## src/rtl/axi_dma_rd_pkg.sv

```systemverilog
// Shared AXI constants and FSM state encoding for the read DMA.
package axi_dma_rd_pkg;

    localparam logic [1:0] BURST_INCR  = 2'b01;
    localparam logic [2:0] SIZE_4B     = 3'd2;
    localparam int         MAX_BURST   = 16;
    localparam int         BOUNDARY_4K = 4096;

    typedef enum logic [1:0] {
        ST_IDLE = 2'd0,
        ST_ADDR = 2'd1,
        ST_DATA = 2'd2,
        ST_DONE = 2'd3
    } state_t;

endpackage

```

## src/rtl/axi_dma_rd.sv

```systemverilog
// AXI4 read DMA: splits a word transfer into INCR bursts of up to 16 beats
// that never cross a 4 KB page, one burst in flight at a time, and streams
// each returned word out with its running index.
module axi_dma_rd
    import axi_dma_rd_pkg::*;
#(
    parameter int BITS_TRANS     = 18,
    parameter int OUT_BITS_TRANS = 13,
    parameter int AXI_WIDTH_USER = 1,
    parameter int AXI_WIDTH_ID   = 4,
    parameter int AXI_WIDTH_AD   = 32,
    parameter int AXI_WIDTH_DA   = 32,
    parameter int AXI_WIDTH_DS   = AXI_WIDTH_DA / 8
) (
    input  logic                      clk,
    input  logic                      rstn,
    output logic                      M_ARVALID,
    input  logic                      M_ARREADY,
    output logic [AXI_WIDTH_AD-1:0]   M_ARADDR,
    output logic [AXI_WIDTH_ID-1:0]   M_ARID,
    output logic [7:0]                M_ARLEN,
    output logic [2:0]                M_ARSIZE,
    output logic [1:0]                M_ARBURST,
    output logic [1:0]                M_ARLOCK,
    output logic [3:0]                M_ARCACHE,
    output logic [2:0]                M_ARPROT,
    output logic [3:0]                M_ARQOS,
    output logic [3:0]                M_ARREGION,
    output logic [AXI_WIDTH_USER-1:0] M_ARUSER,
    input  logic                      M_RVALID,
    output logic                      M_RREADY,
    input  logic [AXI_WIDTH_DA-1:0]   M_RDATA,
    input  logic                      M_RLAST,
    input  logic [AXI_WIDTH_ID-1:0]   M_RID,
    input  logic [AXI_WIDTH_USER-1:0] M_RUSER,
    input  logic [1:0]                M_RRESP,
    input  logic                      start_dma,
    input  logic [BITS_TRANS-1:0]     num_trans,
    input  logic [AXI_WIDTH_AD-1:0]   start_addr,
    output logic [AXI_WIDTH_DA-1:0]   data_o,
    output logic                      data_vld_o,
    output logic [BITS_TRANS-1:0]     data_cnt_o,
    output logic                      done_o
);

    state_t                    state;
    logic [BITS_TRANS-1:0]     rem;    // words still to be requested
    logic [BITS_TRANS-1:0]     wcnt;   // words received so far this transfer
    logic [OUT_BITS_TRANS-1:0] bcnt;   // beats received in the current burst

    logic [OUT_BITS_TRANS-1:0] rcvd;
    logic [AXI_WIDTH_AD-1:0]   nxt_addr;
    logic [BITS_TRANS-1:0]     nxt_rem;
    logic [AXI_WIDTH_AD-1:0]   cand_addr;
    logic [BITS_TRANS-1:0]     cand_rem;
    logic [12:0]               w4k;
    logic [BITS_TRANS-1:0]     beats;
    logic [7:0]                cand_len;

    // Fixed AR attributes: single ID, 32-bit INCR, no lock/cache/QoS.
    assign M_ARID     = '0;
    assign M_ARSIZE   = SIZE_4B;
    assign M_ARBURST  = BURST_INCR;
    assign M_ARLOCK   = '0;
    assign M_ARCACHE  = '0;
    assign M_ARPROT   = '0;
    assign M_ARQOS    = '0;
    assign M_ARREGION = '0;
    assign M_ARUSER   = '0;

    // R-side ID/user/resp carry nothing useful for a single-ID master, and
    // only the page offset of the candidate address matters for splitting.
    logic unused_in;
    assign unused_in = ^{M_RID, M_RUSER, M_RRESP, cand_addr[AXI_WIDTH_AD-1:12]};

    // Next burst parameters: fresh from start inputs in IDLE, otherwise
    // advanced by the beats actually received (covers an early RLAST).
    always_comb begin
        rcvd     = bcnt + OUT_BITS_TRANS'(1);
        nxt_addr = M_ARADDR + (AXI_WIDTH_AD'(rcvd) << 2);
        nxt_rem  = (BITS_TRANS'(rcvd) >= rem) ? '0 : rem - BITS_TRANS'(rcvd);
        if (state == ST_IDLE) begin
            cand_addr = start_addr;
            cand_rem  = num_trans;
        end else begin
            cand_addr = nxt_addr;
            cand_rem  = nxt_rem;
        end
        w4k   = (13'(BOUNDARY_4K) - {1'b0, cand_addr[11:0]}) >> 2;
        beats = BITS_TRANS'(MAX_BURST);
        if (cand_rem < beats)
            beats = cand_rem;
        if (BITS_TRANS'(w4k) < beats)
            beats = BITS_TRANS'(w4k);
        cand_len = 8'(beats - BITS_TRANS'(1));
    end

    // Control FSM with all AXI and stream outputs registered.
    always_ff @(posedge clk or negedge rstn) begin
        if (!rstn) begin
            state      <= ST_IDLE;
            rem        <= '0;
            wcnt       <= '0;
            bcnt       <= '0;
            M_ARVALID  <= 1'b0;
            M_ARADDR   <= '0;
            M_ARLEN    <= '0;
            M_RREADY   <= 1'b0;
            data_o     <= '0;
            data_vld_o <= 1'b0;
            data_cnt_o <= '0;
            done_o     <= 1'b0;
        end else begin
            data_vld_o <= 1'b0;
            done_o     <= 1'b0;
            case (state)
                ST_IDLE: begin
                    if (start_dma) begin
                        M_ARADDR <= start_addr;
                        rem      <= num_trans;
                        wcnt     <= '0;
                        bcnt     <= '0;
                        if (num_trans != '0) begin
                            M_ARLEN   <= cand_len;
                            M_ARVALID <= 1'b1;
                            state     <= ST_ADDR;
                        end else begin
                            done_o <= 1'b1;
                            state  <= ST_DONE;
                        end
                    end
                end
                ST_ADDR: begin
                    if (M_ARREADY) begin
                        M_ARVALID <= 1'b0;
                        M_RREADY  <= 1'b1;
                        bcnt      <= '0;
                        state     <= ST_DATA;
                    end
                end
                ST_DATA: begin
                    if (M_RVALID) begin
                        data_o     <= M_RDATA;
                        data_vld_o <= 1'b1;
                        data_cnt_o <= wcnt;
                        wcnt       <= wcnt + BITS_TRANS'(1);
                        bcnt       <= rcvd;
                        if (M_RLAST) begin
                            M_RREADY <= 1'b0;
                            M_ARADDR <= nxt_addr;
                            rem      <= nxt_rem;
                            if (nxt_rem == '0) begin
                                done_o <= 1'b1;
                                state  <= ST_DONE;
                            end else begin
                                M_ARLEN   <= cand_len;
                                M_ARVALID <= 1'b1;
                                state     <= ST_ADDR;
                            end
                        end
                    end
                end
                ST_DONE: state <= ST_IDLE;
                default: state <= ST_IDLE;
            endcase
        end
    end

endmodule

```

## config.mk

```make
export PLATFORM = sky130hd
export DESIGN_NAME = axi_dma_rd
export DESIGN_NICKNAME = d
export VERILOG_FILES = /design/src/rtl/axi_dma_rd_pkg.sv /design/src/rtl/axi_dma_rd.sv
export SDC_FILE = /design/constraint.sdc
export NUM_CORES = 1
export LEC_CHECK = 0
export ABC_AREA = 1
export CAP_MARGIN = 20
export CORE_MARGIN = 2
export CORE_UTILIZATION = 45
export CTS_BUF_LIST = sky130_fd_sc_hd__clkbuf_4 sky130_fd_sc_hd__clkbuf_8
export CTS_CLUSTER_DIAMETER = 40
export DETAILED_ROUTE_END_ITERATION = 6
export PLACE_DENSITY = 0.76
export SYNTH_ARGS = -nofsm -noshare
export SYNTH_HDL_FRONTEND = slang
export SYNTH_SLANG_ARGS = --single-unit
```

## constraint.sdc

```tcl
create_clock -name clk -period 4.6 [get_ports clk]
set_input_delay 1.15 -clock clk [delete_from_list [all_inputs] [get_ports clk]]
set_output_delay 1.15 -clock clk [all_outputs]
set_load 0.02 [all_outputs]
```

; Word level (Yosys, flattened, before mapping)
; Index checks and enable logic that the tools add are counted.
; W data, S select, Z words.
[op_classes]
div = 0
n_mul = 0
n_bitwise = 0
add_sub_neg = 6
n_lt_le_gt_ge = 3
n_reduce_logical = 14
n_shift = 0
eq_ne = 9
muxes = 52
[op_table]
columns = op, count
row1 = $mux W18, 8
row2 = $mux W32, 3
row3 = $pmux W18 S2, 2
row4 = $pmux W32 S2, 1
row5 = $mux W8, 6
row6 = $mux W13, 3
row7 = $pmux W13 S3, 1
row8 = $add A32 B15 Y32, 1
row9 = $add A18 B1 Y18 const B, 1
row10 = $ge A13 B18 Y1, 1
row11 = $logic_not A18 Y1, 1
row12 = $lt A11 B18 Y1, 1
row13 = $lt A18 B5 Y1 const B, 1
row14 = $reduce_bool A18 Y1, 1
row15 = $sub A18 B13 Y18, 1
row16 = $mux W1, 16
row17 = $pmux W8 S2, 1
row18 = $reduce_and A4 Y1, 4
row19 = $add A13 B1 Y13 const B, 1
row20 = $sub A13 B12 Y13 const A, 1
row21 = $mux W12, 1
row22 = $mux W2, 6
row23 = $ne A2 B2 Y1 const B, 5
row24 = $pmux W2 S4, 1
row25 = 13 further kinds, 16
[word_totals]
register_bits = 145
memories = 0
output_inout_bits = 121
latchBits = 0
inputBits = 95
ramBits = 0
wordCells = 96
romBits = 0

; Logic depth before layout (Yosys ltp)
[depth]
word_depth = 13
ltp_mapped = 44
depth_no_buf = 43

; Worst setup path after synthesis
; OpenSTA, ideal clock, no wires.
[synth_timing]
kind = register to register
from = reg bcnt[1]
to = reg M_ARLEN[4]
synth_period_minus_slack_ns = 4.761
setup_slack_ns = -0.161
path_stages_with_launch = 41
arrival_time_ns = 4.637
n_path_buf = 1
setup_ns = 0.124
t_required_ns = 4.476
path_cell_list = dfrtp_1 -> ha_1 -> nand2_1 -> nor2_1 -> inv_1 -> nor2_1 -> inv_1 -> nor2_1 -> nand3_1 -> xor2_1 -> ha_1 -> inv_1 -> nor2_1 -> nor2_1 -> inv_1 -> nor4_2 -> a21oi_4 -> buf_6 -> [5 not listed] -> nand2_2 -> inv_1 -> nand2_1 -> ha_1 -> a21o_1 -> nand4_1 -> nand2_1 -> nand2_1 -> nand2_1 -> nand2_2 -> nand2_4 -> nand2_1 -> nand2_2 -> ha_1 -> inv_1 -> a21oi_1 -> a21oi_1 -> a21oi_1
[synth_via]
elab_chain_cells = 13
word_cells_on_any_way = 22
[synth_rtl]
columns = item, line_no
row1 = start: declaration, axi_dma_rd.sv:49  ; logic [OUT_BITS_TRANS-1:0] bcnt;
row2 = start signal: assignment, axi_dma_rd.sv:147  ; bcnt <= rcvd;
row3 = $add A13 B1 Y13 *, axi_dma_rd.sv:79  ; rcvd = bcnt + OUT_BITS_TRANS'(1);
row4 = $sub A18 B13 Y18 / $ge A13 B18 Y1 (equally long branches), axi_dma_rd.sv:81  ; nxt_rem = (BITS_TRANS'(rcvd) >= rem) ? '0 : rem - BITS_TRANS'(rcvd);
row5 = $mux W18, axi_dma_rd.sv:81
row6 = $mux W18, axi_dma_rd.sv:82  ; if (state == ST_IDLE) begin
row7 = $lt A18 B5 Y1, axi_dma_rd.sv:91  ; if (cand_rem < beats)
row8 = $mux W18, axi_dma_rd.sv:91
row9 = $lt A11 B18 Y1, axi_dma_rd.sv:93  ; if (BITS_TRANS'(w4k) < beats)
row10 = $mux W8, axi_dma_rd.sv:93
row11 = $sub A8 B1 Y8, axi_dma_rd.sv:95  ; cand_len = 8'(beats - BITS_TRANS'(1));
row12 = $mux W8, axi_dma_rd.sv:152  ; if (nxt_rem == '0) begin
row13 = $mux W8, axi_dma_rd.sv:148  ; if (M_RLAST) begin
row14 = $mux W8, axi_dma_rd.sv:142  ; if (M_RVALID) begin
row15 = $pmux W8 S2, axi_dma_rd.sv:116  ; case (state)
row16 = end signal: assignment, axi_dma_rd.sv:124  ; M_ARLEN <= cand_len;
row17 = end signal: assignment, axi_dma_rd.sv:156  ; M_ARLEN <= cand_len;
row18 = end: declaration, axi_dma_rd.sv:21  ; output logic [7:0] M_ARLEN,
; Every way passes the cells marked *; elsewhere a longest branch is shown, timed or not. The select of a mux whose other input is x is not followed.
; A chain may end at the register's enable or synchronous reset.

; Worst setup path after layout
[layout_timing]
from = reg bcnt[1]
to = reg M_ARLEN[5]
; The elaborated chain is that of the path after synthesis.

==> results.sh <==
export IMPL_status="finished with violations"
export IMPL_violations="setup timing"
export IMPL_grt_pass1_wl_microns=45000
export IMPL_finalPower_w=0.0102
export IMPL_cpMaxStageDelayCell="dfrtp_1"
export IMPL_fmax_mhz=199
export IMPL_routedWlPerCell_microns=15.2
export IMPL_required_ps=4970
export IMPL_dr_pass1_iters=5
export IMPL_ant_nets=0
export IMPL_period_needed_ps=5020
export IMPL_rows=52
export IMPL_period_share=1.09
export IMPL_cp_arrival_ps=5390
export IMPL_clock_latency_ps=470
export IMPL_whs_endpoint="data_o[26]$_DFFE_PN0P_"
export IMPL_layout_cells_most_common="nand2_1"
export IMPL_hold_viol=0
export IMPL_place_area_sq_um=12200
export IMPL_rsz0062_at_grt="true"
export IMPL_slew_headroom=0.392
export IMPL_r2r_end="M_ARLEN[5]$_DFFE_PN0P_"
export IMPL_place_congestion=0.921
export IMPL_final_nets=1721
export IMPL_netlist_top_cells_area="dfrtp_1 (39%), nand2_1 (14%), inv_1 (5.9%)"
export IMPL_cpPeakStageDelay_ps=360
export IMPL_cts_clk_slew_worst_paths_ps=100
export IMPL_grt_max_degree=95
export IMPL_cap_violations=0
export IMPL_grt_use_total=0.255
export IMPL_initial_core_util=0.458
export IMPL_power_density_nw_per_um2=763
export IMPL_clkSinkCount=145
export IMPL_grt_pass1_vias=9452
export IMPL_core_area_sq_um=20200
export IMPL_whs_path_depth=2
export IMPL_area_delta_synth_final_pct=44.3
export IMPL_synth_warnings=0
export IMPL_cts_inserted_buffers=17
export IMPL_io_buffers=181
export IMPL_synth_area_sq_um=9280
export IMPL_pin_count=216
export IMPL_drt_initial_drc_count=642
export IMPL_wl_microns=28400
export IMPL_root_buffer="clkbuf_8"
export IMPL_p_leak_nw=6.43
export IMPL_pre_cts_slack_ps=-524
export IMPL_drc_errors=0
export IMPL_worst_pin_slew_ps=911
export IMPL_postLayoutSetupSlackWorst_ps=-415
export IMPL_critPathKind="register to register"
export IMPL_peakVddDrop_v=0.000406
export IMPL_overflow=0
export IMPL_path_max_fanout=6
export IMPL_drive_gt1_frac=0.203
export IMPL_yosysSeqAreaShare=0.391
export IMPL_final_area_sq_um=13400
export IMPL_dr_total_vias=9572
export IMPL_syn_area_per_cell_sq_um=7.30
export IMPL_ys_async_sr_fraction=1.00
export IMPL_fin_cells=1873
export IMPL_cp_start_kind="register"
export IMPL_hold_class="register to register"
export IMPL_yosysUniqueCellTypes=51
export IMPL_synth_edf_count=0
export IMPL_synth_seq_cells=145
export IMPL_antenna_found_initial=0
export IMPL_syn_inst=1270
export IMPL_die_area_sq_um=21800
export IMPL_routed_via_density=5.11
export IMPL_r2r_start="bcnt[1]$_DFFE_PN0P_"
export IMPL_synth_top_area_frac=0.391
export IMPL_whs_ps=478
export IMPL_tritoncts="done"
export IMPL_reg2regPathDepth=42
export IMPL_fin_skew_ps=15.7
export IMPL_dieWidth_microns=148
export IMPL_die_h_microns=148
export IMPL_setup_viol=8
export IMPL_dp_hpwl_microns=19600
export IMPL_cts_max_level=4
export IMPL_n_antenna_cell=0
export IMPL_final_cell_mix="nand2_1 (328), clkdlybuf4s50_1 (180), dfrtp_1 (145), buf_4 (145), inv_1 (138)"
export IMPL_worst_path_most_repeated_cell="nand2_4"
export IMPL_drv_slew=0
export IMPL_min_from="data_o[26]$_DFFE_PN0P_"
export IMPL_r2r_slack_ps=-420
export IMPL_clk_path_buf_depth=2
export IMPL_dp_cells=1811
export IMPL_cp_end_kind="register"
export IMPL_synth_largest_area_cell="dfrtp_1"
export IMPL_ys_flop_type="dfrtp_1"
power by group:
part           leakage [nW]  switching (W)  internal, W  total (W)
sequential             1.86       0.000359      0.00172    0.00208
clock                 0.196       0.000602     0.000469    0.00107
combinational          4.37        0.00398      0.00307    0.00705
cells in the mapped netlist, types with 3 or more instances:
| cell type | count |
|---|---|
| a21oi_1 | 50 |
| a31oi_1 | 7 |
| buf_2 | 3 |
| buf_4 | 27 |
| clkbuf_1 | 35 |
| dfrtp_1 | 145 |
| ha_1 | 34 |
| inv_1 | 147 |
| inv_2 | 4 |
| mux2i_1 | 4 |
| nand2_1 | 354 |
| nand2_2 | 11 |
| nand2_4 | 3 |
| nand3_1 | 56 |
| nand4_1 | 15 |
| nor2_1 | 112 |
| nor2_4 | 5 |
| nor3_1 | 16 |
| nor3b_1 | 3 |
| nor4_1 | 9 |
| o211ai_1 | 10 |
| o21a_1 | 4 |
| o21ai_0 | 102 |
| o21bai_1 | 4 |
| o22ai_1 | 28 |
| o31ai_1 | 3 |
| xnor2_1 | 12 |
| xor2_1 | 31 |
how the worst max path moves through the flow:
| stage | slack (ps) | startpoint | depth (start not counted) | endpoint |
|---|---|---|---|---|
| floorplan | -70 | bcnt[1]$_DFFE_PN0P_ | 41 | M_ARLEN[4]$_DFFE_PN0P_ |
| global placement | -400 | bcnt[1]$_DFFE_PN0P_ | 40 | M_ARLEN[2]$_DFFE_PN0P_ |
| detailed placement | -520 | bcnt[0]$_DFFE_PN0P_ | 40 | M_ARLEN[4]$_DFFE_PN0P_ |
| CTS | -310 | bcnt[0]$_DFFE_PN0P_ | 43 | M_ARLEN[4]$_DFFE_PN0P_ |
| global route | -800 | bcnt[0]$_DFFE_PN0P_ | 41 | M_ARLEN[5]$_DFFE_PN0P_ |
| finish | -420 | bcnt[1]$_DFFE_PN0P_ | 42 | M_ARLEN[5]$_DFFE_PN0P_ |
final cells by class:
class	count	area, sq um
Clock buffer	18	248
Clock inverter	14	164
Fill cell	1634	6850
Inverter	153	584
Multi-Input combinational cell	935	5370
Sequential cell	145	3630
Tap cell	270	338
Timing Repair Buffer	338	3050
state kept, by name, summed over array words and instances, names as in the netlist:
name        count
wcnt           18
M_RREADY        1
M_ARVALID       1
rem            18
M_ARLEN         8
data_vld_o      1
done_o          1
data_o         32
bcnt           13
data_cnt_o     18
M_ARADDR       32
state           2
worst max-delay path: cells and delay by family (launching register included):
kind                       cells  cell delay [ps]
adders and majority gates      3              660
AOI/OAI and AO/OA              4              660
and+or+nand+nor               28             2670
buffers and inverters          7              590
DFF                            1              360
kinds of logic after synthesis:
group | share of synthesized area
compound gates | 0.134
simple gates | 0.277
buf+inv | 0.102
fa+ha+maj | 0.0502
flops | 0.391
mux | 0.00432
other cells | 0.000810
xor+xnor | 0.0406
per-layer routing:
| metal | track usage | routed length (microns) |
|---|---|---|
| met3 | 0.0818 | 2300 |
| met1 | 0.303 | 11400 |
| met2 | 0.424 | 13500 |
| met4 | 0.110 | 1120 |
| met5 | 0 | 0 |
repair_timing:
action	CTS	global route
buffers inserted	18	12
pin swaps	53	62
hold buffers	0	0
setup endpoints to repair	8	14
gates cloned	0	0
resized for setup	55	79
hold endpoints to repair	0	0
metrics by stage:
stage	setup TNS (ps)	util
final	-2610	0.661
after global routing	-5780	0.661
after CTS	-1730	0.642
after detailed placement	-3500	0.603
after global placement	-2620	0.603
after floorplan	-131	-
No activity file was read; power rests on OpenSTA's default activity.
